===== src/rtl/mem_arbiter_pkg.sv =====
// rtl/mem_arbiter_pkg.sv - shared word width, FSM state codes and port IDs for the word-store arbiter
package mem_arbiter_pkg;

  // Store word width shared by the CPU and console paths.
  localparam int WORD = 16;

  typedef enum logic [1:0] {
    S_IDLE   = 2'd0,
    S_ACCESS = 2'd1,
    S_DONE   = 2'd2
  } state_t;

  typedef enum logic {
    PORT_A = 1'b0,
    PORT_B = 1'b1
  } port_t;

endpackage


===== src/rtl/mem_arbiter.sv =====
// rtl/mem_arbiter.sv - two-master round-robin front end for the 16-bit word store
//
// Ports:
//   clk, rst_n                    clock, asynchronous active-low reset
//   a_req/a_we/a_addr/a_wdata     port A (CPU) request, held until a_ack
//   a_ack/a_rdata                 port A one-cycle completion and read data
//   b_*                           port B (console loader), same set as port A
//   err                           pulses with the ack of an access that timed out
//   m_addr/m_d/m_rd/m_wr          store address, write data and strobes
//   m_q/m_wait                    store read data (cycle after accept) and stall
module mem_arbiter
  import mem_arbiter_pkg::*;
#(
  parameter int ABITS   = 9,
  parameter int TIMEOUT = 15
) (
  input  logic             clk,
  input  logic             rst_n,
  input  logic             a_req,
  input  logic             a_we,
  input  logic [ABITS-1:0] a_addr,
  input  logic [WORD-1:0]  a_wdata,
  output logic             a_ack,
  output logic [WORD-1:0]  a_rdata,
  input  logic             b_req,
  input  logic             b_we,
  input  logic [ABITS-1:0] b_addr,
  input  logic [WORD-1:0]  b_wdata,
  output logic             b_ack,
  output logic [WORD-1:0]  b_rdata,
  output logic             err,
  output logic [ABITS-1:0] m_addr,
  output logic [WORD-1:0]  m_d,
  output logic             m_rd,
  output logic             m_wr,
  input  logic [WORD-1:0]  m_q,
  input  logic             m_wait
);

  localparam logic [7:0] TO = 8'(TIMEOUT);

  state_t             state, state_n;
  port_t              last, last_n;
  port_t              gnt, gnt_n;
  logic               we_l, we_n;
  logic [ABITS-1:0]   addr_l, addr_n;
  logic [WORD-1:0]    wdata_l, wdata_n;
  logic [7:0]         wcnt, wcnt_n;
  logic [7:0]         wcnt_inc;
  logic               abort, abort_n;

  // Round-robin pick: a lone requester always wins; on a tie the master
  // that was not served last goes first.
  function automatic port_t rr_pick(input logic a, input logic b, input port_t prev);
    if (a && b) begin
      return (prev == PORT_A) ? PORT_B : PORT_A;
    end else if (a) begin
      return PORT_A;
    end else begin
      return PORT_B;
    end
  endfunction

  assign wcnt_inc = wcnt + 8'd1;

  always_ff @(posedge clk or negedge rst_n) begin
    if (!rst_n) begin
      state   <= S_IDLE;
      last    <= PORT_B;
      gnt     <= PORT_A;
      we_l    <= 1'b0;
      addr_l  <= '0;
      wdata_l <= '0;
      wcnt    <= '0;
      abort   <= 1'b0;
    end else begin
      state   <= state_n;
      last    <= last_n;
      gnt     <= gnt_n;
      we_l    <= we_n;
      addr_l  <= addr_n;
      wdata_l <= wdata_n;
      wcnt    <= wcnt_n;
      abort   <= abort_n;
    end
  end

  always_comb begin
    state_n = state;
    last_n  = last;
    gnt_n   = gnt;
    we_n    = we_l;
    addr_n  = addr_l;
    wdata_n = wdata_l;
    wcnt_n  = wcnt;
    abort_n = abort;
    case (state)
      S_IDLE: begin
        if (a_req || b_req) begin
          gnt_n   = rr_pick(a_req, b_req, last);
          last_n  = gnt_n;
          we_n    = (gnt_n == PORT_A) ? a_we    : b_we;
          addr_n  = (gnt_n == PORT_A) ? a_addr  : b_addr;
          wdata_n = (gnt_n == PORT_A) ? a_wdata : b_wdata;
          wcnt_n  = '0;
          abort_n = 1'b0;
          state_n = S_ACCESS;
        end
      end
      S_ACCESS: begin
        if (!m_wait) begin
          wcnt_n  = '0;
          state_n = S_DONE;
        end else if (wcnt_inc == TO) begin
          // Store has stalled too long: give up and report it with the ack.
          wcnt_n  = '0;
          abort_n = 1'b1;
          state_n = S_DONE;
        end else begin
          wcnt_n = wcnt_inc;
        end
      end
      S_DONE: begin
        abort_n = 1'b0;
        state_n = S_IDLE;
      end
      default: begin
        state_n = S_IDLE;
      end
    endcase
  end

  // Outputs decode purely from registered state, so reset clears them at once.
  always_comb begin
    m_addr  = addr_l;
    m_d     = wdata_l;
    m_rd    = 1'b0;
    m_wr    = 1'b0;
    a_ack   = 1'b0;
    b_ack   = 1'b0;
    a_rdata = '0;
    b_rdata = '0;
    err     = 1'b0;
    if (state == S_ACCESS) begin
      m_rd = !we_l;
      m_wr = we_l;
    end
    if (state == S_DONE) begin
      err = abort;
      if (gnt == PORT_A) begin
        a_ack = 1'b1;
      end else begin
        b_ack = 1'b1;
      end
      // Read data flows straight from the store during the ack cycle.
      if (!we_l && !abort) begin
        if (gnt == PORT_A) begin
          a_rdata = m_q;
        end else begin
          b_rdata = m_q;
        end
      end
    end
  end

endmodule


===== config.mk =====
export PLATFORM = sky130hd
export DESIGN_NAME = mem_arbiter
export DESIGN_NICKNAME = d
export VERILOG_FILES = /design/src/rtl/mem_arbiter_pkg.sv /design/src/rtl/mem_arbiter.sv
export SDC_FILE = /design/constraint.sdc
export NUM_CORES = 1
export LEC_CHECK = 0
export ABC_AREA = 1
export CORE_MARGIN = 4
export CORE_UTILIZATION = 38
export CTS_CLUSTER_SIZE = 30
export DETAILED_ROUTE_END_ITERATION = 10
export GPL_TIMING_DRIVEN = 0
export PLACE_DENSITY_LB_ADDON = 0.25
export SLEW_MARGIN = 30
export SYNTH_ARGS = -nofsm -noshare
export SYNTH_HDL_FRONTEND = slang
export SYNTH_SLANG_ARGS = --single-unit

===== constraint.sdc =====
create_clock -name clk -period 1.8 [get_ports clk]
set_input_delay 0.36 -clock clk [delete_from_list [all_inputs] [get_ports clk]]
set_output_delay 0.36 -clock clk [all_outputs]
set_load 0.02 [all_outputs]

Word level (Yosys, flattened, before mapping)
Index checks and enable logic that the tools add are counted.

cells by class
  add/sub/neg operators = 1
  eq/ne operators = 7
  mux-type cells = 33
  reductions and logical operators = 12

operator list
  kind                                                 number
  two-way mux 16 bit                                   7
  two-way mux 8 bit                                    3
  two-way mux 1 bit                                    16
  one-hot mux 8 bit (2 select lines)                   1
  two-way mux 9 bit                                    1
  adder 8 x 1 -> 8 bit, second input constant          1
  equality test 8 x 4 -> 1 bit, second input constant  1
  two-way mux 2 bit                                    3
  != test 2 bit, second input constant                 3
  AND reduction 2 bit                                  3
  one-hot mux 2 bit (2 select lines)                   1
  AND reduction 4 bit                                  1
  != test 3 bit, second input constant                 1
  one-hot mux 1 bit (3 select lines)                   1
  nonzero test 3 bit                                   1
  equality test 2 x 1 -> 1 bit, second input constant  1
  equality test 2 bit, second input constant           1
  logical AND 1 bit                                    2
  zero test 1 bit                                      2
  zero test 2 bit                                      1
  nonzero test 2 bit                                   1
  logical OR 1 bit                                     1

word-level totals
  register bits after elaboration = 39
  input bits = 73
  output and inout port bits = 62
  logic and storage cells = 61

Depth between registers and ports, before layout
  depth after elaboration = 5
  gate-level depth with buffers = 10
  depth with buffers taken out = 10

Least setup slack after synthesis
No wires, ideal clock.

  kind = reg2out
  start point = register state[0]
  end point = output port a_rdata[10]
  arrival = 1.531 ns
  data required time = 1.440 ns
  slack = -0.091 ns
  stages on the path, launching flop included = 7
  cells stage by stage = dfrtp_1 nor2_1 inv_2 nor2_2 inv_2 buf_2 nor3_1

between the ends
  word-level cells in the longest chain between the ends = 2

RTL lines
  what                    RTL line            RTL
  from (decl)             mem_arbiter.sv:42   state_t state, state_n;
  from (signal assigned)  mem_arbiter.sv:77   state <= state_n;
  equality test 2 bit     mem_arbiter.sv:148  if (state == S_DONE) begin
  two-way mux 16 bit      mem_arbiter.sv:148
  to (decl)               mem_arbiter.sv:24   output logic [WORD-1:0] a_rdata,

Every way passes these cells.

Final worst setup path
  start point = register state[1]
  end point = output port b_rdata[8]

between the ends
  word-level cells in the longest chain between the ends = 2

RTL lines
  what                 RTL line            RTL
  equality test 2 bit  mem_arbiter.sv:148
  two-way mux 16 bit   mem_arbiter.sv:148
  to (decl)            mem_arbiter.sv:30   output logic [WORD-1:0] b_rdata,

Every way passes these cells.

==> results by group <==
Place
  – Detailed Place HPWL: 5840 um
  – # placed instances: ~510
  – GPL Wtd Cong: 0.962
  – Buffers on Ports: 134

Critical path
  – Critical-path cell list: inv_1, nor2_1, inv_2, nor2_4, inv_6, buf_12, nor3_2, buf_4
  – Worst setup SP type: register
  – WS Path Type: register to output port
  – Crit-path leading delay family: buffers and inverters
  – Arrival @ worst endpoint: around 1.6 ns
  – Crit end category: output port
  – Critical path launch point: state[1]
  – R2r worst-path depth: 10
  – WP buf/inv: 5
  – Critical path peak fanout: 8
  – R2R setup slack: 0.18 ns
  – Slowest cell on crit path: dfrtp_1
  – Reg-to-reg endpoint: wcnt[2]
  – RR Startpoint: wcnt[0]
  – Critical path required time: 1.44 ns
  – CP max stage delay: 0.38 ns

Detailed routing
  – Final WL: 7820 um
  – Met3 wire length: between 800 and 900 um
  – DRT Pass-1 Iters: 4
  – Routed len/inst: approximately 15 um
  – Highest layer used for signal routing: met4
  – Via density: just under 5
  – Antenna violation net count after detailed routing: 0
  – Detailed Route Iter0 Violations: 78
  – Via count: between 2,000 and 3,000
  – # DRC: 0
  – Metal2 WL: ~3900 um
  – Routed met1 length: between 2000 and 3000 um

Global route
  – GR Util All Layers: between 20% and 30%
  – Vias in the first global route: 2,510
  – Global-route wire length before repair: 11,700 um
  – Initial antenna violation count: 0
  – Pin count of the biggest net entering global routing: 23
  – Total global routing overflow: 0

Clocking
  – CTS tree: yes
  – Hold_buf cts: 0
  – Root Buffer: clkbuf_8
  – Sink Count: 39
  – CTS Buf Count: 5
  – Clk slew on worst S/H paths: roughly 0.07 ns
  – Worst-case clock buffer depth: 2
  – Number of H-tree levels: 2
  – Worst skew pair latency: approximately 0.29 ns

Finish
  – Ant diodes: 0
  – Fillcell total: 467
  – Share of layout cells above drive strength 1: 24.9%
  – Final std cells w/o fill: between 500 and 600
  – Final #Nets: between 500 and 600
  – Final Core Density: between 70% and 80%
  – Area grow syn2layout: 79.7%

STA
  – Worst Tran Pin Value: between 0.5 and 0.6 ns
  – Setup Viol. Count Final: 27
  – Tmin final: roughly 2.0 ns
  – Final WS setup: -0.166 ns
  – Slew margin rel.: between 60 and 70%
  – Fmax: about 0.5 GHz
  – RSZ-0062 raised after global routing: yes
  – Hold violation count in the final report: 0
  – Skew final: 0.00182 ns
  – Max Slew Vio Count: 0
  – Fin crit share: 109%

Synth
  – Synth top cells by count: 56 x nand2_1, 39 x o21ai_0, 38 x dfrtp_1, 37 x inv_1, 35 x nor2_1
  – Post-synthesis cell type count: 26
  – Number of synthesized flops with an enable pin: 0
  – Avg Inst Size Synth: 7.30 um^2
  – YS warnings: 0
  – Synth top area share: roughly 42%
  – Top FF cell, synth: dfrtp_1
  – Post-synth top area cell: dfrtp_1
  – Largest cells by area after synthesis: dfrtp_1 42%, nand2_1 9.4%, o21ai_0 8.7%, nor3_1 7.1%, inv_1 6.2%
  – Cells after synthesis: between 300 and 400
  – Mapped Area: ~2200 um^2
  – Synthesized Nets: ~380
  – Most frequent cell after synthesis: nand2_1
  – Seq cells post-synth: 39
  – Share of flip-flops with an asynchronous set or reset: between 90% and 100%
  – Seq/Total Area, Yosys: between 40% and 50%

Die
  – Starting Density: between 30 and 40%
  – Total core area: around 5600 um^2
  – Die area: a little over 7000 um^2
  – Die Ht: 84.8 um
  – Die X: approximately 85 um
  – I/O pins: approximately 140
  – Row cnt: 27

Job
  – Number of max-cap violations: 0

Run status
  – Failing checks: setup timing
  – Status: finished, violations left

Power
  – Pwr Density: about 1200 nW/um^2
  – Static leakage: 1.83 nW
  – Peak supply drop: ~0.00078 V

Worst hold path
  – Worst Hold Class: input pin to async pin
## power by group
| part | switching, mW | internal (mW) | total, mW |
|---|---|---|---|
| Combinational | 1.71 | 1.21 | 2.92 |
| Clock | 0.313 | 0.271 | 0.584 |
| Sequential | 0.215 | 1.24 | 1.46 |
| Total | 2.23 | 2.73 | 4.96 |
## cells by family (layout without fill, tap and decap cells)
kind of cell | Yosys count | count (layout) | synth area share (%)
flip-flops | 39 | 39 | 43.6
adder cells (fa/ha/maj) | 2 | 2 | 1.12
buffers and inverters | 57 | 203 | 10.6
AO/OA/AOI/OAI | 64 | 64 | 15.4
AND/OR/NAND/NOR | 145 | 145 | 29.3
## per-stage QoR
stage	TNS [ns]	cell area [um^2]	setup WS, ns	hold WS [ns]	total power, mW
after floorplan	-1.81	2240	-0.0905	0.0644	2.86
after global placement	-36.30	3670	-0.578	0.467	4.04
after detailed placement	-15.05	3690	-0.396	0.373	4.11
after CTS	-1.73	3890	-0.109	0.0494	4.87
after global routing	-5.50	4030	-0.225	0.0726	5.32
final	-2.83	4030	-0.166	0.0414	4.96
## worst register-to-register path, stage by stage, from the launching register on
cell,delay (ns)
dfrtp_1,0.44
ha_1,0.24
nand2_2,0.09
nor2_1,0.17
nand2_1,0.07
nand2_1,0.07
nand2_2,0.07
nor2_4,0.12
nand2_4,0.09
nand3b_1,0.10
nand2_1,0.06
## layout by cell type (no fill, tap or decap), types with 2 or more instances in the layout
master / n
a21oi_2: 2
buf_12: 2
buf_16: 2
buf_2: 12
buf_4: 19
buf_6: 14
clkbuf_1: 3
clkbuf_2: 3
clkbuf_8: 5
clkdlybuf4s50_1: 96
dfrtp_1: 38
ha_1: 2
inv_1: 35
inv_2: 6
nand2_1: 55
nand2_2: 4
nand2_4: 2
nand3_1: 7
nand3_2: 2
nand3b_1: 2
nor2_1: 34
nor2_2: 2
nor2_4: 4
nor3_1: 6
nor3_2: 16
nor3_4: 10
o21ai_0: 39
o21ai_1: 19
o22ai_1: 2
## sequential cells by signal (all words and copies together), names as in the netlist
signal  flops
wcnt        8
m_addr      9
m_d        16
state       2
we_l        1
abort       1
last        1
gnt         1
## repair_timing
item / 4_1_cts / 5_1_grt
gates cloned: 1 / 0
gates resized for setup: 236 / 39
endpoints found under the setup margin: 37 / 37
endpoints found under the hold margin: 0 / 0
pin swaps: 1 / 2
setup buffers: 1 / 1
## final cells by class
class | count | area, um^2 | share of cell area [%]
clock buffer | 6 | 72.6 | 1.80
tap | 72 | 90.1 | 2.24
multi-input combinational | 211 | 1250 | 30.9
buffer | 14 | 123 | 3.04
clock inverter | 2 | 12.5 | 0.311
sequential | 39 | 977 | 24.3
inverter | 43 | 169 | 4.19
timing repair buffer | 138 | 1340 | 33.2
## worst max path at each step
stage                        endpoint  cells past startpoint
after CTS                 a_rdata[11]                      8
after floorplan           a_rdata[10]                      6
after detailed placement  a_rdata[11]                      7
after global placement         m_d[6]                      1
final                      b_rdata[8]                      8
after global routing       b_rdata[5]                      7
## layer usage
metal / vias to the layer above / GRT usage, %
li1: 1275 / -
met1: 1181 / 21.6
met2: 126 / 36.4
met3: 11 / 7.07
met4: 0 / 8.78
met5: - / 0
Note: power is estimated with default switching activity, not from simulation.
